File: src/rtl/voice_pkg.sv
// Shared defaults, mixer FSM encoding and the saturation helper for voice_allocator.
// Optional voice stealing is selected with the VOICE_STEAL_EN macro.
package voice_pkg;

    localparam int DEF_NUM_VOICES = 3;
    localparam int DEF_SAMPLE_W   = 16;
    localparam int DEF_NOTE_W     = 6;
    localparam int DEF_DUR_W      = 6;
    localparam int DEF_MIX_SHIFT  = 2;
    localparam int DEF_AGE_W      = 8;

    typedef enum logic {
        COLLECT = 1'b0,
        EMIT    = 1'b1
    } mix_state_e;

    // Clamp a signed value into the signed range of a 'width'-bit word; caller truncates.
    function automatic logic signed [31:0] saturate(input logic signed [31:0] value,
                                                    input int width);
        logic signed [31:0] hi;
        logic signed [31:0] lo;
        hi = (32'sd1 <<< (width - 1)) - 32'sd1;
        lo = -hi - 32'sd1;
        if (value > hi) begin
            return hi;
        end else if (value < lo) begin
            return lo;
        end else begin
            return value;
        end
    endfunction

endpackage

File: src/rtl/voice_select.sv
// Combinational voice picker: lowest-index free voice, or with VOICE_STEAL_EN the
// oldest voice (lowest index on ties) when nothing is free.
module voice_select
    import voice_pkg::*;
#(
    parameter int NUM_VOICES = DEF_NUM_VOICES,
    parameter int AGE_W      = DEF_AGE_W
) (
    input  logic [NUM_VOICES-1:0]       free,
`ifdef VOICE_STEAL_EN
    input  logic [NUM_VOICES*AGE_W-1:0] ages,
`endif
    output logic [NUM_VOICES-1:0]       grant,
    output logic                        none_free
);

    logic [NUM_VOICES-1:0] grant_free;
    logic                  found;

    always_comb begin
        grant_free = '0;
        found      = 1'b0;
        for (int i = 0; i < NUM_VOICES; i++) begin
            if (free[i] && !found) begin
                grant_free[i] = 1'b1;
                found         = 1'b1;
            end
        end
    end

    assign none_free = ~|free;

`ifdef VOICE_STEAL_EN
    localparam int IDX_W = $clog2(NUM_VOICES);

    logic [NUM_VOICES-1:0] grant_oldest;
    logic [AGE_W-1:0]      best_age;
    logic [IDX_W-1:0]      best_idx;

    // Strict greater-than keeps the earlier (lower) index on equal ages.
    always_comb begin
        best_age     = ages[AGE_W-1:0];
        best_idx     = '0;
        grant_oldest = '0;
        for (int i = 1; i < NUM_VOICES; i++) begin
            if (ages[i*AGE_W +: AGE_W] > best_age) begin
                best_age = ages[i*AGE_W +: AGE_W];
                best_idx = IDX_W'(i);
            end
        end
        for (int i = 0; i < NUM_VOICES; i++) begin
            grant_oldest[i] = (best_idx == IDX_W'(i));
        end
    end

    assign grant = none_free ? grant_oldest : grant_free;
`else
    assign grant = grant_free;
`endif

endmodule

File: src/rtl/voice_allocator.sv
// Voice allocator and frame mixer for NUM_VOICES note players.
// Define VOICE_STEAL_EN to steal the oldest voice instead of dropping when all are busy.
module voice_allocator
    import voice_pkg::*;
#(
    parameter int NUM_VOICES = DEF_NUM_VOICES,
    parameter int SAMPLE_W   = DEF_SAMPLE_W,
    parameter int NOTE_W     = DEF_NOTE_W,
    parameter int DUR_W      = DEF_DUR_W,
    parameter int MIX_SHIFT  = DEF_MIX_SHIFT,
    parameter int AGE_W      = DEF_AGE_W
) (
    input  logic                           clk,
    input  logic                           reset_n,
    input  logic                           load_new_note,
    input  logic [NOTE_W-1:0]              note_to_load,
    input  logic [DUR_W-1:0]               duration_to_load,
    input  logic [NUM_VOICES-1:0]          voice_playing,
    input  logic [NUM_VOICES*SAMPLE_W-1:0] voice_sample,
    input  logic [NUM_VOICES-1:0]          voice_sample_ready,
    output logic [NUM_VOICES-1:0]          voice_load,
    output logic [NOTE_W-1:0]              voice_note,
    output logic [DUR_W-1:0]               voice_duration,
    output logic [SAMPLE_W-1:0]            sample_out,
    output logic                           new_sample_ready,
    output logic [$clog2(NUM_VOICES+1)-1:0] active_count,
    output logic                           note_dropped,
    output mix_state_e                     mix_state
);

    // Handshake: load_new_note is a single-cycle request with no backpressure; it is
    // either granted (voice_load one-hot at t+1) or discarded (note_dropped at t+1).
    // voice_sample_ready strobes are always accepted; new_sample_ready is a pulse.

    localparam int CNT_W = $clog2(NUM_VOICES + 1);
    localparam int SUM_W = SAMPLE_W + $clog2(NUM_VOICES);

    logic [NUM_VOICES-1:0] pending;
    logic [NUM_VOICES-1:0] free;
    logic [NUM_VOICES-1:0] grant;
    logic                  none_free;
    logic                  accept;

    // pending covers the gap between a grant and the player raising voice_playing.
    assign free = ~(voice_playing | pending);

`ifdef VOICE_STEAL_EN
    logic [AGE_W-1:0]            age [NUM_VOICES];
    logic [NUM_VOICES*AGE_W-1:0] ages_flat;

    always_comb begin
        ages_flat = '0;
        for (int i = 0; i < NUM_VOICES; i++) begin
            ages_flat[i*AGE_W +: AGE_W] = age[i];
        end
    end

    voice_select #(
        .NUM_VOICES(NUM_VOICES),
        .AGE_W     (AGE_W)
    ) u_select (
        .free     (free),
        .ages     (ages_flat),
        .grant    (grant),
        .none_free(none_free)
    );

    assign accept = load_new_note && (!none_free || (|grant));

    always_ff @(posedge clk or negedge reset_n) begin
        if (!reset_n) begin
            for (int i = 0; i < NUM_VOICES; i++) begin
                age[i] <= '0;
            end
        end else if (accept) begin
            for (int i = 0; i < NUM_VOICES; i++) begin
                if (grant[i]) begin
                    age[i] <= '0;
                end else if (age[i] != {AGE_W{1'b1}}) begin
                    age[i] <= age[i] + AGE_W'(1);
                end
            end
        end
    end
`else
    voice_select #(
        .NUM_VOICES(NUM_VOICES),
        .AGE_W     (AGE_W)
    ) u_select (
        .free     (free),
        .grant    (grant),
        .none_free(none_free)
    );

    assign accept = load_new_note && !none_free;
`endif

    always_ff @(posedge clk or negedge reset_n) begin
        if (!reset_n) begin
            voice_load     <= '0;
            voice_note     <= '0;
            voice_duration <= '0;
            note_dropped   <= 1'b0;
            pending        <= '0;
        end else begin
            voice_load   <= accept ? grant : '0;
            note_dropped <= load_new_note && !accept;
            pending      <= (pending & ~voice_playing) | (accept ? grant : '0);
            if (accept) begin
                voice_note     <= note_to_load;
                voice_duration <= duration_to_load;
            end
        end
    end

    always_comb begin
        active_count = '0;
        for (int i = 0; i < NUM_VOICES; i++) begin
            active_count = active_count + CNT_W'(voice_playing[i] | pending[i]);
        end
    end

    // Mixer
    mix_state_e                  state;
    logic [NUM_VOICES-1:0]       got;
    logic signed [SAMPLE_W-1:0]  samp [NUM_VOICES];
    logic signed [SUM_W-1:0]     mix_sum;
    logic signed [SUM_W-1:0]     mix_shifted;
    logic [SAMPLE_W-1:0]         mix_sat;

    always_comb begin
        mix_sum = '0;
        for (int i = 0; i < NUM_VOICES; i++) begin
            mix_sum = mix_sum + SUM_W'(samp[i]);
        end
        mix_shifted = mix_sum >>> MIX_SHIFT;
        mix_sat     = SAMPLE_W'(saturate(32'(mix_shifted), SAMPLE_W));
    end

    always_ff @(posedge clk or negedge reset_n) begin
        if (!reset_n) begin
            state            <= COLLECT;
            got              <= '0;
            sample_out       <= '0;
            new_sample_ready <= 1'b0;
            for (int i = 0; i < NUM_VOICES; i++) begin
                samp[i] <= '0;
            end
        end else begin
            new_sample_ready <= 1'b0;
            // Strobes are latched in both states; a repeat just overwrites the sample.
            for (int i = 0; i < NUM_VOICES; i++) begin
                if (voice_sample_ready[i]) begin
                    samp[i] <= voice_sample[i*SAMPLE_W +: SAMPLE_W];
                end
            end
            case (state)
                COLLECT: begin
                    got <= got | voice_sample_ready;
                    if ((got | voice_sample_ready) == {NUM_VOICES{1'b1}}) begin
                        state <= EMIT;
                    end
                end
                EMIT: begin
                    sample_out       <= mix_sat;
                    new_sample_ready <= 1'b1;
                    got              <= voice_sample_ready;
                    state            <= COLLECT;
                end
                default: state <= COLLECT;
            endcase
        end
    end

    assign mix_state = state;

endmodule

File: config.mk
export PLATFORM = sky130hd
export DESIGN_NAME = voice_allocator
export DESIGN_NICKNAME = d
export VERILOG_FILES = /design/src/rtl/voice_pkg.sv /design/src/rtl/voice_select.sv /design/src/rtl/voice_allocator.sv
export SDC_FILE = /design/constraint.sdc
export NUM_CORES = 1
export LEC_CHECK = 0
export ABC_AREA = 1
export CAP_MARGIN = 40
export CORE_MARGIN = 2
export CORE_UTILIZATION = 35
export CTS_CLUSTER_SIZE = 30
export DETAILED_ROUTE_END_ITERATION = 10
export DONT_BUFFER_PORTS = 1
export SYNTH_ARGS = -nofsm -noshare
export SYNTH_HDL_FRONTEND = slang
export SYNTH_SLANG_ARGS = --single-unit
export TNS_END_PERCENT = 5
File: constraint.sdc
create_clock -name clk -period 4 [get_ports clk]
set_input_delay 0.8 -clock clk [delete_from_list [all_inputs] [get_ports clk]]
set_output_delay 0.8 -clock clk [all_outputs]
set_load 0.005 [all_outputs]
; ---- Word-level counts from Yosys, hierarchy flattened
; Cells that the tools add are included.
; Widths: inputs -> output; s select.
[classes]
mux = 11
bitwise = 10
add_sub_neg = 4
eq_ne = 1
magnitude_cmp = 2
reduce_logical = 8
[ops]
columns = op, n
row1 = $mux 16, 2
row2 = $add 17x16->18, 1
row3 = $add 16x16->17, 1
row4 = $gt 16x16->1 const B, 1
row5 = $lt 16x16->1 const B, 1
row6 = $or 3x3->3, 3
row7 = $mux 1, 6
row8 = $not 3->3, 2
row9 = $pmux 3 s2, 1
row10 = $logic_and 1x1->1, 4
row11 = $and 3x3->3, 1
row12 = $eq 3x3->1 const B, 1
row13 = $logic_not 1->1, 3
row14 = $mux 3, 1
row15 = $or 1x1->1, 3
row16 = $reduce_or 3->1, 1
row17 = $add 1x1->2, 1
row18 = $add 2x1->2, 1
row19 = $pmux 1 s2, 1
row20 = $not 1->1, 1
[totals]
out_inout_bits = 36
regBits = 88
wordCells = 48
inputBits = 69

; ---- Depth between registers and ports, before layout
; Gate-level depths: netlist (run 1).
[logic_depth]
word_depth = 11
mapped_depth = 15
depth_no_buf = 15

; ---- By module
; Synthesis (run 1) repeated with hierarchy kept, for this count alone.
[hier_totals]
hier_cells = 435
hier_area_um2 = 4528.1
[by_module_without_submodules]
columns = module, seq_area_each_um2, instances, area_per_inst_um2, cells_each
row1 = voice_allocator, 2202.1, 1, 4494.3, 427
row2 = voice_select, 0.0, 1, 33.8, 8

; ---- Worst setup path after synthesis (run 1)
; Ideal clock, no wire load.
[synth_timing]
path_kind = input -> output
startpoint = input voice_playing[1]
endpoint = output active_count[0]
setup_slack_ns = 1.789
path_stages = 3
n_path_buf = 0
required_time_ns = 3.200
arrival_time_ns = 1.411
cell_sequence = nor2_2 -> fa_1 -> inv_1
[synth_via]
elab_chain_cells = 3
[synth_rtl]
columns = element, line_no
row1 = start: declaration, voice_allocator.sv:18  ; input logic [NUM_VOICES-1:0] voice_playing,
row2 = $or 1x1->1, voice_allocator.sv:119  ; active_count = active_count + CNT_W'(voice_playing[i] | pending[i]);
row3 = $add 1x1->2, voice_allocator.sv:119
row4 = $add 2x1->2, voice_allocator.sv:119
row5 = end: declaration, voice_allocator.sv:26  ; output logic [$clog2(NUM_VOICES+1)-1:0] active_count,
; Every way passes these cells.

; ---- Worst setup path after layout (run 1)
[layout_timing]
startpoint = register samp[1] (netlist name)
endpoint = register sample_out[13]
[layout_via]
elab_chain_cells = 4
elab_cells_between_ends = 5
cone_classes = add/sub (1) / order compare (2) / mux (2)
[layout_rtl]
columns = element, line_no
row1 = start: declaration, voice_allocator.sv:126  ; logic signed [SAMPLE_W-1:0] samp [NUM_VOICES];
row2 = start signal: indexed assignment, voice_allocator.sv:154  ; samp[i] <= voice_sample[i*SAMPLE_W +: SAMPLE_W];
row3 = $add 17x16->18 (*), voice_allocator.sv:134  ; mix_sum = mix_sum + SUM_W'(samp[i]);
row4 = $lt 16x16->1, voice_pkg.sv:26  ; end else if (value < lo) begin
row5 = $mux 16, voice_pkg.sv:26
row6 = $mux 16 (*), voice_pkg.sv:24  ; if (value > hi) begin
row7 = end signal: assignment, voice_allocator.sv:165  ; sample_out <= mix_sat;
row8 = end: declaration, voice_allocator.sv:24  ; output logic [SAMPLE_W-1:0] sample_out,
; Mark *: on every way between the ends. The rest lies on a longest branch, timed or not.
; A chain may end at the register's enable or synchronous reset.

==> tab_implementation.tex, run 1 <==
\begin{tabular}{lr}
\hline
Metric & Value \\
\hline
\multicolumn{2}{l}{\textbf{Floorplan}} \\
Top-level port count & 105 \\
Starting density of the core & 0.358 \\
Std-Cell Core Area & 12600 µm² \\
Die Width & 117 µm \\
Die span in y & 117 µm \\
Total Die Area & 13800 µm² \\
Standard-cell rows & 41 \\
\multicolumn{2}{l}{\textbf{Power and ir drop}} \\
Power Total & 3.06 mW \\
Lkg Pwr & 2.34 nW \\
Worst VDD drop & 0.000257 V \\
Pwr per Cell Area & 612 nW/µm² \\
\multicolumn{2}{l}{\textbf{Cells and area}} \\
Layout Utilization & 0.397 \\
Net count reported at finish & 526 \\
Share of cells above drive strength 1 & 0.182 \\
Final Instance Area & 4990 µm² \\
Most used cells in the layout excluding fill and tap cells & sky130\_fd\_sc\_hd\_\_nand2\_1 (90), sky130\_fd\_sc\_hd\_\_dfrtp\_1 (88), sky130\_fd\_sc\_hd\_\_mux2\_2 (44), sky130\_fd\_sc\_hd\_\_inv\_1 (41), sky130\_fd\_sc\_hd\_\_nor2\_1 (24) \\
P\&R area growth vs syn & 11.1\% \\
Leading cell type in the layout, fill and taps excluded & sky130\_fd\_sc\_hd\_\_nand2\_1 \\
\multicolumn{2}{l}{\textbf{Global route}} \\
First-pass GRT wire length & 15.2 mm \\
Number of global-route vias before repair & 3032 \\
Remaining Overflow, GRT & 0 \\
Antenna violations before repair & 1 \\
Overall global routing resource usage & 0.141 \\
Largest net degree at the start of global routing & 89 \\
\multicolumn{2}{l}{\textbf{Drt}} \\
WL/cell & 15.3 µm \\
Starting DRC count in detailed routing & 131 \\
Vias post-DR & 2845 \\
Mean number of vias per cell & 4.73 \\
Number of optimization iterations in the first detailed-route pass & 4 \\
DRC violation count after routing & 0 \\
Residual antenna-violating net count after detailed routing & 0 \\
Post-detailed-routing wire length & 9.19 mm \\
\multicolumn{2}{l}{\textbf{Timing}} \\
Shortest clock period the worst path allows after layout & 2390 ps \\
Achievable frequency & 419 MHz \\
Post-route fraction of the period consumed by the critical path & 0.596 \\
RSZ-0062 raised after global routing & false \\
Crit path setup slack, layout & 1610 ps \\
Hold Violations, Final & 0 \\
Slew Limit Fails & 0 \\
Tightest slew margin relative to the limit & 0.571 \\
Count of endpoints failing setup in the final report & 0 \\
Actual slew at the worst max-slew pin & 640 ps \\
Final Skew & 5.82 ps \\
Post-route setup TNS & 0 ps \\
\multicolumn{2}{l}{\textbf{Placed design}} \\
Post-place setup slack & 1640 ps \\
Gp weighted congestion & 0.802 \\
Post-DP HPWL & 6.93 mm \\
DP Area & 4660 µm² \\
Count of port buffers added during placement & 0 \\
\multicolumn{2}{l}{\textbf{Critical path}} \\
WS Path Type & reg -> reg \\
Signal arrival time at the worst endpoint & 2610 ps \\
Worst path required time & 4230 ps \\
Worst-path maximum fanout & 3 \\
Endpoint type of the worst setup path & register \\
Kind of launch point of the worst setup path & register \\
\multicolumn{2}{l}{\textbf{Synth}} \\
Biggest area consumer among synthesized cells & sky130\_fd\_sc\_hd\_\_dfrtp\_1 \\
Syn nets & 525 \\
Post-synthesis sequential area ratio & 0.490 \\
Number of storage elements in the synthesis netlist & 88 \\
Number of instances in the synthesized netlist & 423 \\
Fraction of post-synthesis cell area in the top cell type by area & 0.490 \\
Area of the mapped netlist & 4500 µm² \\
EDFF count, synth & 0 \\
Fraction of registers with async set/reset & 1.00 \\
Count of cell types in the netlist & 30 \\
Synth top area cells & sky130\_fd\_sc\_hd\_\_dfrtp\_1 (49\%), sky130\_fd\_sc\_hd\_\_mux2\_2 (11\%), sky130\_fd\_sc\_hd\_\_fa\_1 (7.6\%), sky130\_fd\_sc\_hd\_\_nand2\_1 (7.5\%), sky130\_fd\_sc\_hd\_\_ha\_1 (4.5\%) \\
Syn\_area\_per\_cell & 10.6 µm² \\
Main synth FF type & sky130\_fd\_sc\_hd\_\_dfrtp\_1 \\
Warnings from Yosys & 0 \\
\multicolumn{2}{l}{\textbf{Clock network}} \\
Clock Latency Late Sink & 340 ps \\
Maximum number of buffers from clock root to sink & 2 \\
Num CTS Buffers & 9 \\
Post-CTS resize count & 0 \\
CTS Root Cell & sky130\_fd\_sc\_hd\_\_clkbuf\_16 \\
Setup bufs post-CTS & 0 \\
Cts-stage hold buffer count & 0 \\
Level count of the clock H-tree & 3 \\
Clk sinks & 88 \\
Clock tree from TritonCTS & built \\
Clk pin slew, worst setup/hold paths & 60 ps \\
\multicolumn{2}{l}{\textbf{Outcome}} \\
Outcome & finished, final reports clean \\
\multicolumn{2}{l}{\textbf{Worst hold path}} \\
Worst Hold Class & in -> async \\
\multicolumn{2}{l}{\textbf{Run}} \\
Number of max-capacitance violations reported & 0 \\
\hline
\end{tabular}
[state kept, by name (all words and copies together) (netlist names)]
register,cells
sample_out,16
samp,48
note_dropped,1
got,3
new_sample_ready,1
mix_state,1
pending,3
voice_note,6
voice_duration,6
voice_load,3
[final cells by class]
type	instances	area [µm²]
Tap cell	172	215
Clock inverter	4	76.3
Fill cell	1223	7570
Clock buffer	12	256
Inverter	42	158
Antenna cell	1	2.50
Sequential cell	88	2200
Multi-Input combinational cell	283	2080
[Yosys cell counts (3+ instances only)]
cell / count
sky130_fd_sc_hd__nand2_1: 90
sky130_fd_sc_hd__dfrtp_1: 88
sky130_fd_sc_hd__mux2_2: 44
sky130_fd_sc_hd__inv_1: 41
sky130_fd_sc_hd__nor2_1: 24
sky130_fd_sc_hd__nand3_1: 21
sky130_fd_sc_hd__a21oi_1: 18
sky130_fd_sc_hd__fa_1: 17
sky130_fd_sc_hd__ha_1: 16
sky130_fd_sc_hd__o21ai_0: 15
sky130_fd_sc_hd__mux2_4: 10
sky130_fd_sc_hd__buf_2: 6
sky130_fd_sc_hd__xnor2_1: 6
sky130_fd_sc_hd__clkbuf_1: 3
sky130_fd_sc_hd__nand2_2: 3
sky130_fd_sc_hd__nor2_2: 3
sky130_fd_sc_hd__o21ai_1: 3
[cells by family after synthesis]
logic type                 synth area share
buffers and inverters                0.0467
DFF                                   0.490
adders and majority gates             0.120
muxes                                 0.144
AOI/OAI and AO/OA                    0.0479
and+or+nand+nor                       0.140
xor gates and xnor gates             0.0117
[worst max-delay path: stages (launching register included)]
cell,delay [ps]
sky130_fd_sc_hd__dfrtp_1,320
sky130_fd_sc_hd__inv_1,60
sky130_fd_sc_hd__fa_1,510
sky130_fd_sc_hd__a21oi_1,130
sky130_fd_sc_hd__inv_1,60
sky130_fd_sc_hd__fa_1,350
sky130_fd_sc_hd__inv_1,90
sky130_fd_sc_hd__nand3_1,70
sky130_fd_sc_hd__nand2_1,120
sky130_fd_sc_hd__inv_1,60
sky130_fd_sc_hd__o21bai_2,170
sky130_fd_sc_hd__nand2_1,90
sky130_fd_sc_hd__nand2_1,70
sky130_fd_sc_hd__nand2_1,50
sky130_fd_sc_hd__nand3_1,70
sky130_fd_sc_hd__nand2_1,50
[routing by layer]
layer | global-route usage | vias to the layer above | share of wire
li1 | - | 1384 | -
met2 | 0.210 | 95 | 0.43
met5 | 0 | - | 0
met1 | 0.177 | 1355 | 0.45
met3 | 0.0661 | 11 | 0.096
met4 | 0.0610 | 0 | 0.018
[power breakdown]
part	total (mW)	internal [mW]	switching (mW)
sequential	1.22	1.07	0.148
combinational	0.925	0.389	0.537
clock	0.916	0.582	0.334
total	3.06	2.04	1.02
[through the flow]
step                      instances  hold slack (ps)
after floorplan                 423              391
after global placement          585              463
after detailed placement        585              481
after CTS                       601              128
after global routing            601              125
final                           602              144
[final timing paths]
path                       startpoint             end  slack, ps  cells after the start
max in group asynchronous     reset_n        samp[33]       3740                      0
hold reg to reg            pending[1]   voice_load[1]        480                      1
setup reg to reg              samp[1]  sample_out[13]       1610                     15
setup / recovery              samp[1]  sample_out[13]       1610                     15
hold / removal                reset_n   voice_note[4]        140                      0
min in group clk           pending[1]   voice_load[1]        480                      1
No activity file was read; power rests on OpenSTA's default activity.
==> inputs of run 2 (changes only) <==
==> constraint.sdc (replaced) <==
create_clock -name clk -period 2 [get_ports clk]
set_input_delay 0.4 -clock clk [delete_from_list [all_inputs] [get_ports clk]]
set_output_delay 0.4 -clock clk [all_outputs]
set_load 0.005 [all_outputs]
==> run 2 against run 1 <==
  * The run now ends with hold timing, setup timing left
  * Final area rose by 6.7%
  * Die area did not move
  * Clock-buffer cell count is 1 higher
  * Largest power group is now combinational logic
  * Maximum frequency increased by 5.3%
  * Utilization is 2.7 points higher
  * Register-to-register slack got worse by 1900 ps
  * Sequential share of layout area is 2.8 points lower
  * Sequential power rose by 97%
  * Critical path type unchanged
  * First-iteration DRC count down 14%
  * Worst hold slack worse by 390 ps
==> tab_implementation.tex, run 2 (synthesized netlist as in run 1, its figures left out) <==
\begin{tabular}{lr}
\hline
Metric & Value \\
\hline
\multicolumn{2}{l}{\textbf{Run}} \\
Number of max-capacitance violations reported & 0 (unchanged) \\
\multicolumn{2}{l}{\textbf{Critical path}} \\
Signal arrival time at the worst endpoint & 2500 ps (-110 ps) \\
Worst-path cell with the longest stage delay & sky130\_fd\_sc\_hd\_\_fa\_1 \\
Critical path cell sequence & inv\_2 -> fa\_1 -> a21oi\_2 -> inv\_1 -> fa\_2 -> inv\_2 -> nand3\_2 -> nand2\_4 -> inv\_2 -> o21bai\_4 -> nand2\_2 -> nand2\_1 -> nand2\_1 -> nand3\_2 -> nand2\_1 \\
R2R cell count & 15 (unchanged) \\
Worst-path maximum fanout & 3 (unchanged) \\
WS Path Type & reg -> reg \\
Worst path required time & 2230 ps (-2000 ps) \\
FF-to-FF Start & samp[33] \\
Kind of launch point of the worst setup path & register \\
Kind of cell with the highest combined delay on the critical path & adder cells \\
Register-to-register path setup slack & -260 ps (-1880 ps) \\
Endpoint type of the worst setup path & register \\
Stage delay of the slowest cell on the critical path & 510 ps (about the same) \\
Capturing point of the worst reg2reg path & sample\_out[9] \\
Worst path buffer plus inverter count & 4 (unchanged) \\
\multicolumn{2}{l}{\textbf{Clock network}} \\
Num CTS Buffers & 9 (unchanged) \\
Level count of the clock H-tree & 3 (unchanged) \\
Clock tree from TritonCTS & built \\
CTS Root Cell & sky130\_fd\_sc\_hd\_\_clkbuf\_16 \\
Clk sinks & 88 (unchanged) \\
Maximum number of buffers from clock root to sink & 2 (unchanged) \\
Clk pin slew, worst setup/hold paths & 60 ps (about the same) \\
Clock Latency Late Sink & 340 ps (about the same) \\
\multicolumn{2}{l}{\textbf{Cells and area}} \\
Biggest regs & samp: 48 flops, sample\_out: 16 flops \\
FILL cells & 1218 (-0.41\%) \\
Most used cells in the layout excluding fill and tap cells & sky130\_fd\_sc\_hd\_\_dfrtp\_1 (88), sky130\_fd\_sc\_hd\_\_nand2\_1 (84), sky130\_fd\_sc\_hd\_\_mux2\_2 (44), sky130\_fd\_sc\_hd\_\_inv\_1 (36), sky130\_fd\_sc\_hd\_\_buf\_4 (34) \\
Antenna diode count & 0 (-1) \\
Final Instance Area & 5330 µm² (+6.7\%) \\
Register bank with the most flops & samp \\
Share of cells above drive strength 1 & 0.300 (+0.118) \\
P\&R area growth vs syn & 18.6\% \\
Net count reported at finish & 561 (+6.7\%) \\
Leading cell type in the layout, fill and taps excluded & sky130\_fd\_sc\_hd\_\_dfrtp\_1 \\
Area of combinational cells with multiple inputs & 2220 µm² (+6.6\%) \\
Sequential Area & 2200 µm² (unchanged) \\
Largest register FFs & 48 (unchanged) \\
\multicolumn{2}{l}{\textbf{Drt}} \\
Starting DRC count in detailed routing & 113 (-14\%) \\
Number of optimization iterations in the first detailed-route pass & 4 (unchanged) \\
WL/cell & 15.0 µm (-1.7\%) \\
Post-detailed-routing wire length & 9.55 mm (+3.9\%) \\
Vias post-DR & 2962 (+4.1\%) \\
Mean number of vias per cell & 4.66 (-1.5\%) \\
Residual antenna-violating net count after detailed routing & 0 (unchanged) \\
DRC violation count after routing & 0 (unchanged) \\
\multicolumn{2}{l}{\textbf{Timing}} \\
Count of endpoints failing setup in the final report & 14 (+14) \\
RSZ-0062 raised after global routing & true \\
Achievable frequency & 442 MHz (+5.3\%) \\
Hold Violations, Final & 88 (+88) \\
Shortest clock period the worst path allows after layout & 2260 ps (-121 ps) \\
Slew Limit Fails & 0 (unchanged) \\
Post-route fraction of the period consumed by the critical path & 1.13 (+0.536) \\
Final hold slack & -247 ps (-390 ps) \\
Tightest slew margin relative to the limit & 0.747 (+0.176) \\
Crit path setup slack, layout & -265 ps (-1880 ps) \\
Final Skew & 2.58 ps (-3.24 ps) \\
Actual slew at the worst max-slew pin & 378 ps (-262 ps) \\
\multicolumn{2}{l}{\textbf{Outcome}} \\
Outcome & finished with violations \\
Violated checks & hold timing, setup timing \\
\multicolumn{2}{l}{\textbf{Placed design}} \\
Gp weighted congestion & 0.792 (-1.3\%) \\
Count of port buffers added during placement & 0 (unchanged) \\
Post-DP HPWL & 7.13 mm (+2.9\%) \\
DP Area & 4910 µm² (+5.4\%) \\
\multicolumn{2}{l}{\textbf{Global route}} \\
Overall global routing resource usage & 0.149 (+0.00720) \\
Number of global-route vias before repair & 3216 (+6.1\%) \\
Remaining Overflow, GRT & 0 (unchanged) \\
First-pass GRT wire length & 16.1 mm (+5.7\%) \\
Antenna violations before repair & 0 (-1) \\
Largest net degree at the start of global routing & 89 (unchanged) \\
\multicolumn{2}{l}{\textbf{Worst hold path}} \\
Worst Hold Class & in -> async \\
\multicolumn{2}{l}{\textbf{Floorplan}} \\
Die span in y & 117 µm (unchanged) \\
Top-level port count & 105 (unchanged) \\
Starting density of the core & 0.358 (unchanged) \\
Standard-cell rows & 41 (unchanged) \\
Total Die Area & 13800 µm² (unchanged) \\
Std-Cell Core Area & 12600 µm² (unchanged) \\
Die Width & 117 µm (unchanged) \\
\multicolumn{2}{l}{\textbf{Power and ir drop}} \\
Pwr per Cell Area & 1200 nW/µm² (+96\%) \\
Worst VDD drop & 0.000472 V (+84\%) \\
Lkg Pwr & 2.50 nW (+6.7\%) \\
Power Total & 6.41 mW (+110\%) \\
\hline
\end{tabular}
-- run 2: changes by cell type in the layout (fill, tap and decap cells not counted), sizes merged --
cell    change
buf        +35
bufinv      -2
clkbuf      +1
clkinv      +1
diode       -1
-- run 2: worst register-to-register path: stages (launching register included) --
cell                       delay, ps
sky130_fd_sc_hd__dfrtp_1         340
sky130_fd_sc_hd__inv_2            50
sky130_fd_sc_hd__fa_1            510
sky130_fd_sc_hd__a21oi_2         140
sky130_fd_sc_hd__inv_1            70
sky130_fd_sc_hd__fa_2            330
sky130_fd_sc_hd__inv_2            70
sky130_fd_sc_hd__nand3_2          80
sky130_fd_sc_hd__nand2_4          80
sky130_fd_sc_hd__inv_2            40
sky130_fd_sc_hd__o21bai_4        150
sky130_fd_sc_hd__nand2_2          70
sky130_fd_sc_hd__nand2_1          70
sky130_fd_sc_hd__nand2_1          60
sky130_fd_sc_hd__nand3_2          60
sky130_fd_sc_hd__nand2_1          50
-- run 2: worst max path at each step --
stage / from / endpoint / slack, ps / cells past startpoint
floorplan: samp[1] / sample_out[9] / -140 / 15
global placement: samp[1] / sample_out[13] / -220 / 15
detailed placement: samp[33] / sample_out[9] / -330 / 15
CTS: samp[1] / sample_out[9] / -260 / 15
global route: samp[17] / sample_out[9] / -390 / 15
finish: samp[33] / sample_out[9] / -260 / 15
-- run 2: layout make-up --
class,instances,area share
timing repair buffer,35,0.0500
tap,172,0.0404
clock inverter,3,0.00329
sequential,88,0.413
inverter,42,0.0296
clock buffer,13,0.0469
multi-input combinational,283,0.417
-- run 2: power breakdown --
part / internal [mW] / switching [mW] / leakage (nW)
clock: 0.872 / 0.652 / 0.130
combinational: 1.21 / 1.28 / 1.32
sequential: 2.14 / 0.261 / 1.05
total: 4.22 / 2.19 / 2.50
-- run 2: layer usage --
layer	part of all wire	track usage	routed length, µm	up-vias
met5	0	0	0	-
met4	0.014	0.0497	136	0
met3	0.092	0.0734	875	8
met2	0.45	0.231	4330	86
met1	0.44	0.180	4210	1416
li1	-	-	-	1452
-- run 2: stage by stage --
step	util	hold slack, ps	setup slack [ps]	cells	setup TNS, ps
after floorplan	-	104	-141	423	-567
after global placement	0.391	107	-217	616	-2320
after detailed placement	0.391	107	-329	616	-3080
after CTS	0.421	-261	-259	635	-2510
after global routing	0.424	-276	-391	636	-4400
final	0.424	-247	-265	636	-2350
-- run 2: repair_timing --
action                     in CTS  in global routing
buffers inserted                3                  1
hold endpoints to repair       88                 88
setup endpoints to repair      15                 15
gates resized for setup        18                  9
pin swaps                       6                  3
==> inputs of run 3 (changes only) <==
--- a/config.mk
+++ b/config.mk
@@ -6,7 +6,6 @@
 export NUM_CORES = 1
 export LEC_CHECK = 0
 export ABC_AREA = 1
-export CAP_MARGIN = 40
 export CORE_MARGIN = 2
 export CORE_UTILIZATION = 35
 export CTS_CLUSTER_SIZE = 30
==> results of run 3 <==
No change in the layout: final DEF, timing and power equal those of run 2.
==> patch 1: new RTL, settings of run 2 <==
Put a register stage on the output `active_count`, cleared by the reset. The value now appears one clock later. The other outputs are not delayed to match.
--- a/src/rtl/voice_allocator.sv
+++ b/src/rtl/voice_allocator.sv
@@ -34,6 +34,8 @@
 
     localparam int CNT_W = $clog2(NUM_VOICES + 1);
     localparam int SUM_W = SAMPLE_W + $clog2(NUM_VOICES);
+
+    logic [$clog2(NUM_VOICES+1)-1:0] active_count_d;
 
     logic [NUM_VOICES-1:0] pending;
     logic [NUM_VOICES-1:0] free;
@@ -114,9 +116,9 @@
     end
 
     always_comb begin
-        active_count = '0;
+        active_count_d = '0;
         for (int i = 0; i < NUM_VOICES; i++) begin
-            active_count = active_count + CNT_W'(voice_playing[i] | pending[i]);
+            active_count_d = active_count_d + CNT_W'(voice_playing[i] | pending[i]);
         end
     end
 
@@ -174,5 +176,13 @@
 
     assign mix_state = state;
 
+    always_ff @(posedge clk or negedge reset_n) begin
+        if (!reset_n) begin
+            active_count <= '0;
+        end else begin
+            active_count <= active_count_d;
+        end
+    end
+
 endmodule
 
Function: changed (Yosys sat finds a counterexample within 4 cycles, from zero or initial values and one cycle with reset_n low).
==> patch 1 against run 2 <==
- the run still ends with negative hold slack, negative setup slack left
- design area up 1.9%
- routed wire length shrank 0.49%
- sequential cell count rose by 2
- cell count up 0.63%
- clock skew increased by 0.0025 ns
- count of clock-buffer cells in the layout down 4
- power is 4.0% higher
- worst setup slack improved by 0.011 ns
- synthesized area increased by 1.6%
- critical endpoint unchanged
- largest cell class unchanged
- highest routed layer is now met5
==> patch 1: results (changes against run 2) <==
metric,value,unit,change
status,"complete, but fails checks",,unchanged
setup_viol_count_final,15,,was 14
clock-skew-final,0.005053,ns,was 0.002576 ns
syn-num-nets,533,,was 525
postRouteWirelength,9.504,mm,was 9.551 mm
final_critical_path_setup_slack,-0.2542,ns,was -0.2649 ns
grt_util_all_layers,14.63,%,was 14.85%
ir_worst_vdd,0.5625,mV,was 0.4723 mV
finalHoldViolations,90,,was 88
max_slew.worst_pin.slew,0.3618,ns,was 0.3779 ns
hold_ws,-0.2625,ns,was -0.2468 ns
slowest_stage_cell_on_the_critical_path,fa_2,,was fa_1
failing_checks,"negative hold slack, negative setup slack",,unchanged
nNetsFinal,565,,was 561
vias_in_the_first_global_route,3306,,was 3216
place_worst_setup_slack,-0.2987,ns,was -0.3291 ns
port_buffers,0,,unchanged
worst_path_largest_cell_delay,0.46,ns,was 0.51 ns
syn_area_per_cell,10.60,µm²,was 10.63 µm²
sequentialPower,2.45,mW,was 2.40 mW
place.detailed.hpwl,7.125,mm,was 7.133 mm
power_leakage,2.544,nW,was 2.502 nW
drt_first_iter_violations,59,,was 113
cts-root-to-sink-buffers,2,,unchanged
place_congestion,0.8174,,was 0.7917
firstDrtPassIters,4,,unchanged
placedInstanceArea,4959,µm²,was 4910 µm²
power.density_cell_area,1227,nW/µm²,was 1203 nW/µm²
grt_start_max_net_pins,91,,was 89
synth.cells.most_frequent,"96 x nand2_1, 90 x dfrtp_1, 44 x inv_1, 44 x mux2_2, 25 x nor2_1",,"was 90 x nand2_1, 88 x dfrtp_1, 44 x mux2_2"
synthMuxAreaShare,14.13,%,was 14.36%
switching_share,34.03,%,was 34.21%
wl_per_cell,14.85,µm,was 15.02 µm
synth_xor_area_share,1.150,%,was 1.169%
synth-compound-area-share,4.355,%,was 4.786%
grt_antenna_before_repair,1,,was 0
final_total_negative_setup_slack,-2.448,ns,was -2.350 ns
power.clock.fraction,25.6,%,was 23.8%
clkLatencyLatePin,0.35,ns,
first_pass_grt_wire_length,15.95,mm,was 16.11 mm
ys_types,31,,was 30
synth.yosys.seq_area_share,49.30,%,was 48.97%
yosys-top-cells-area,"dfrtp_1 49%, mux2_2 11%, nand2_1 7.9%",,"was dfrtp_1 49%, mux2_2 11%, fa_1 7.6%"
final_layout_size_suffix_gt1_share,29.70,%,was 29.96%
fillCellCount,1219,,was 1218
yosys.area_share.adder,11.83,%,was 12.02%
dp_cells,621,,was 616
top_regs,"samp (48), sample_out (16)",,unchanged
routed_via_density,4.688,,was 4.657
worst_ep_arrival_time,2.49,ns,was 2.50 ns
patch 1: cell types whose count changed after synthesis, sizes merged:
cell    before  now
o22ai        0    1
dfrtp       88   90
a21oi       19   16
o21bai       2    3
nand2       93   99
o21ai       18   15
nor2        28   29
inv         41   44
patch 1: area by class of cell:
class	instances	area [µm²]	area share, %
inverters	45	168.9	3.108
flip-flops and latches	90	2252	41.44
clock buffers	9	225.2	4.144
repair buffers	31	236.5	4.351
clock inverters	7	73.82	1.358
well taps	172	215.2	3.959
multi-input cells	286	2263	41.64
patch 1: what timing repair did:
item,CTS,global route
endpoints found under the setup margin,14,15
gates cloned,0,0
resized for setup,15,10
pin swaps,7,3
buffers inserted,3,0
endpoints found under the hold margin,90,90
patch 1: path summary, 6_finish.rpt:
kind                                       from                             to  slack (ns)  cells after the start
setup / recovery           samp[17]$_DFFE_PN0P_      sample_out[9]$_DFFE_PN0P_       -0.25                     15
hold / removal                          reset_n  voice_duration[0]$_DFFE_PN0P_       -0.26                      0
setup reg to reg           samp[17]$_DFFE_PN0P_      sample_out[9]$_DFFE_PN0P_       -0.25                     15
hold reg to reg            pending[1]$_DFF_PN0_        voice_load[1]$_DFF_PN0_        0.47                      1
max in group asynchronous               reset_n      sample_out[2]$_DFFE_PN0P_        2.13                      0
min in group clk               voice_playing[2]           pending[2]$_DFF_PN0_        0.10                      1
patch 1: per-layer routing:
layer  track usage [%]  vias up  share of wire (%)  wire length (µm)
met5                 0        -               0.17                16
met4             5.648        2                1.8               167
met3             7.288       16                9.6               909
met2             22.76       92                 44              4187
met1             17.31     1430                 44              4222
li1                  -     1460                  -                 -
==> patch 2: new RTL, flow settings as in run 2 <==
Made on the original files. The package constant `DEF_DUR_W` goes from 6 to 8.
--- a/src/rtl/voice_pkg.sv
+++ b/src/rtl/voice_pkg.sv
@@ -5,7 +5,7 @@
     localparam int DEF_NUM_VOICES = 3;
     localparam int DEF_SAMPLE_W   = 16;
     localparam int DEF_NOTE_W     = 6;
-    localparam int DEF_DUR_W      = 6;
+    localparam int DEF_DUR_W      = 8;
     localparam int DEF_MIX_SHIFT  = 2;
     localparam int DEF_AGE_W      = 8;
 
Interface: changed (resized duration_to_load and voice_duration); port bits go from 105 to 109. No check against the original RTL was run, so the function may have changed too.
==> patch 2 against run 2 <==
- the flow still finishes with violations (negative hold slack, negative setup slack)
- synthesized cell count is 0.95% higher
- synthesized area is 1.8% higher
- worst setup slack better by 0.046 ns
- power is 6.9% higher
- routed wire length is 4.3% higher
- design area is 2.9% higher
- sequential cell count is 2 higher
==> patch 2: results (changes against run 2) <==
metric,value,unit,change
synth-compound-area-share,4.701,%,was 4.786%
route.met3.wl,906,µm,was 875 µm
synth_xor_area_share,1.148,%,was 1.169%
hold_ws,-0.2494,ns,was -0.2468 ns
yosys.area_share.adder,11.81,%,was 12.02%
status,"complete, but fails checks",,unchanged
final_critical_path_setup_slack,-0.2189,ns,was -0.2649 ns
synth.cells.most_frequent,"91 x nand2_1, 90 x dfrtp_1, 46 x mux2_2",,"was 90 x nand2_1, 88 x dfrtp_1, 44 x mux2_2"
grt_use_met2,24.42,%,was 23.14%
multi_input_gates,285,,was 283
buf_share,5.065,%,was 4.999%
nNetsFinal,569,,was 561
buffers_excl_clock,37,,was 35
synthMuxAreaShare,14.59,%,was 14.36%
sh_seq_area,41.07,%,was 41.30%
top_regs,"samp (48), sample_out (16), voice_duration (8)",,"was samp (48), sample_out (16)"
grt_antenna_before_repair,1,,was 0
yosys-top-cells-area,"dfrtp_1 49%, mux2_2 11%, nand2_1 7.5%",,"was dfrtp_1 49%, mux2_2 11%, fa_1 7.6%"
dp_cells,623,,was 616
multi_input_comb_area,2258,µm²,was 2222 µm²
max_slew.worst_pin.slew,0.3762,ns,was 0.3779 ns
route.top_layer_used,met5,,was met4
drt_first_iter_violations,77,,was 113
p_comb_share,36.8,%,was 38.8%
clock-skew-final,0.008384,ns,was 0.002576 ns
reg2reg_from,samp[1]$_DFFE_PN0P_,,was samp[33]$_DFFE_PN0P_
total_vias_in_the_final_route,3045,,was 2962
place.detailed.hpwl,7.428,mm,was 7.133 mm
worst_ep_arrival_time,2.45,ns,was 2.50 ns
setup_viol_count_final,14,,unchanged
finalHoldViolations,90,,was 88
failing_checks,"negative hold slack, negative setup slack",,unchanged
first_pass_grt_wire_length,16.88,mm,was 16.11 mm
grtUsageMet3,6.564,%,was 7.344%
grtUsageMet1,18.15,%,was 17.97%
r2r_end,sample_out[13]$_DFFE_PN0P_,,was sample_out[9]$_DFFE_PN0P_
n_sequential_cell,90,,was 88
synth_cells,427,,was 423
place_congestion,0.7746,,was 0.7917
clock_tree_cell_share_of_total_cell_area,5.886,%,was 5.022%
==> patch 2: changes by cell type after synthesis, sizes merged <==
cell / run 2 / this run
buf: 7 / 5
clkbuf: 3 / 5
dfrtp: 88 / 90
mux2: 54 / 56
==> patch 2: through the flow <==
step | power (mW) | instance area, µm² | setup WS (ns) | setup TNS [ns] | util, %
2_1_floorplan | 3.977 | 4596 | -0.1410 | -0.5961 | -
3_3_place_gp | 4.735 | 5007 | -0.2022 | -2.355 | 39.52
3_5_place_dp | 4.775 | 5007 | -0.2678 | -2.745 | 39.52
4_1_cts | 6.869 | 5449 | -0.2089 | -2.061 | 43.00
5_1_grt | 7.377 | 5484 | -0.3936 | -4.470 | 43.28
6_report | 6.854 | 5484 | -0.2189 | -2.097 | 43.28
==> patch 2: what timing repair did <==
action | CTS | global route
hold endpoints to repair | 90 | 90
setup buffers | 2 | 1
pin swaps | 5 | 2
resized for setup | 18 | 9
gates cloned | 0 | 0
endpoints found under the setup margin | 14 | 15
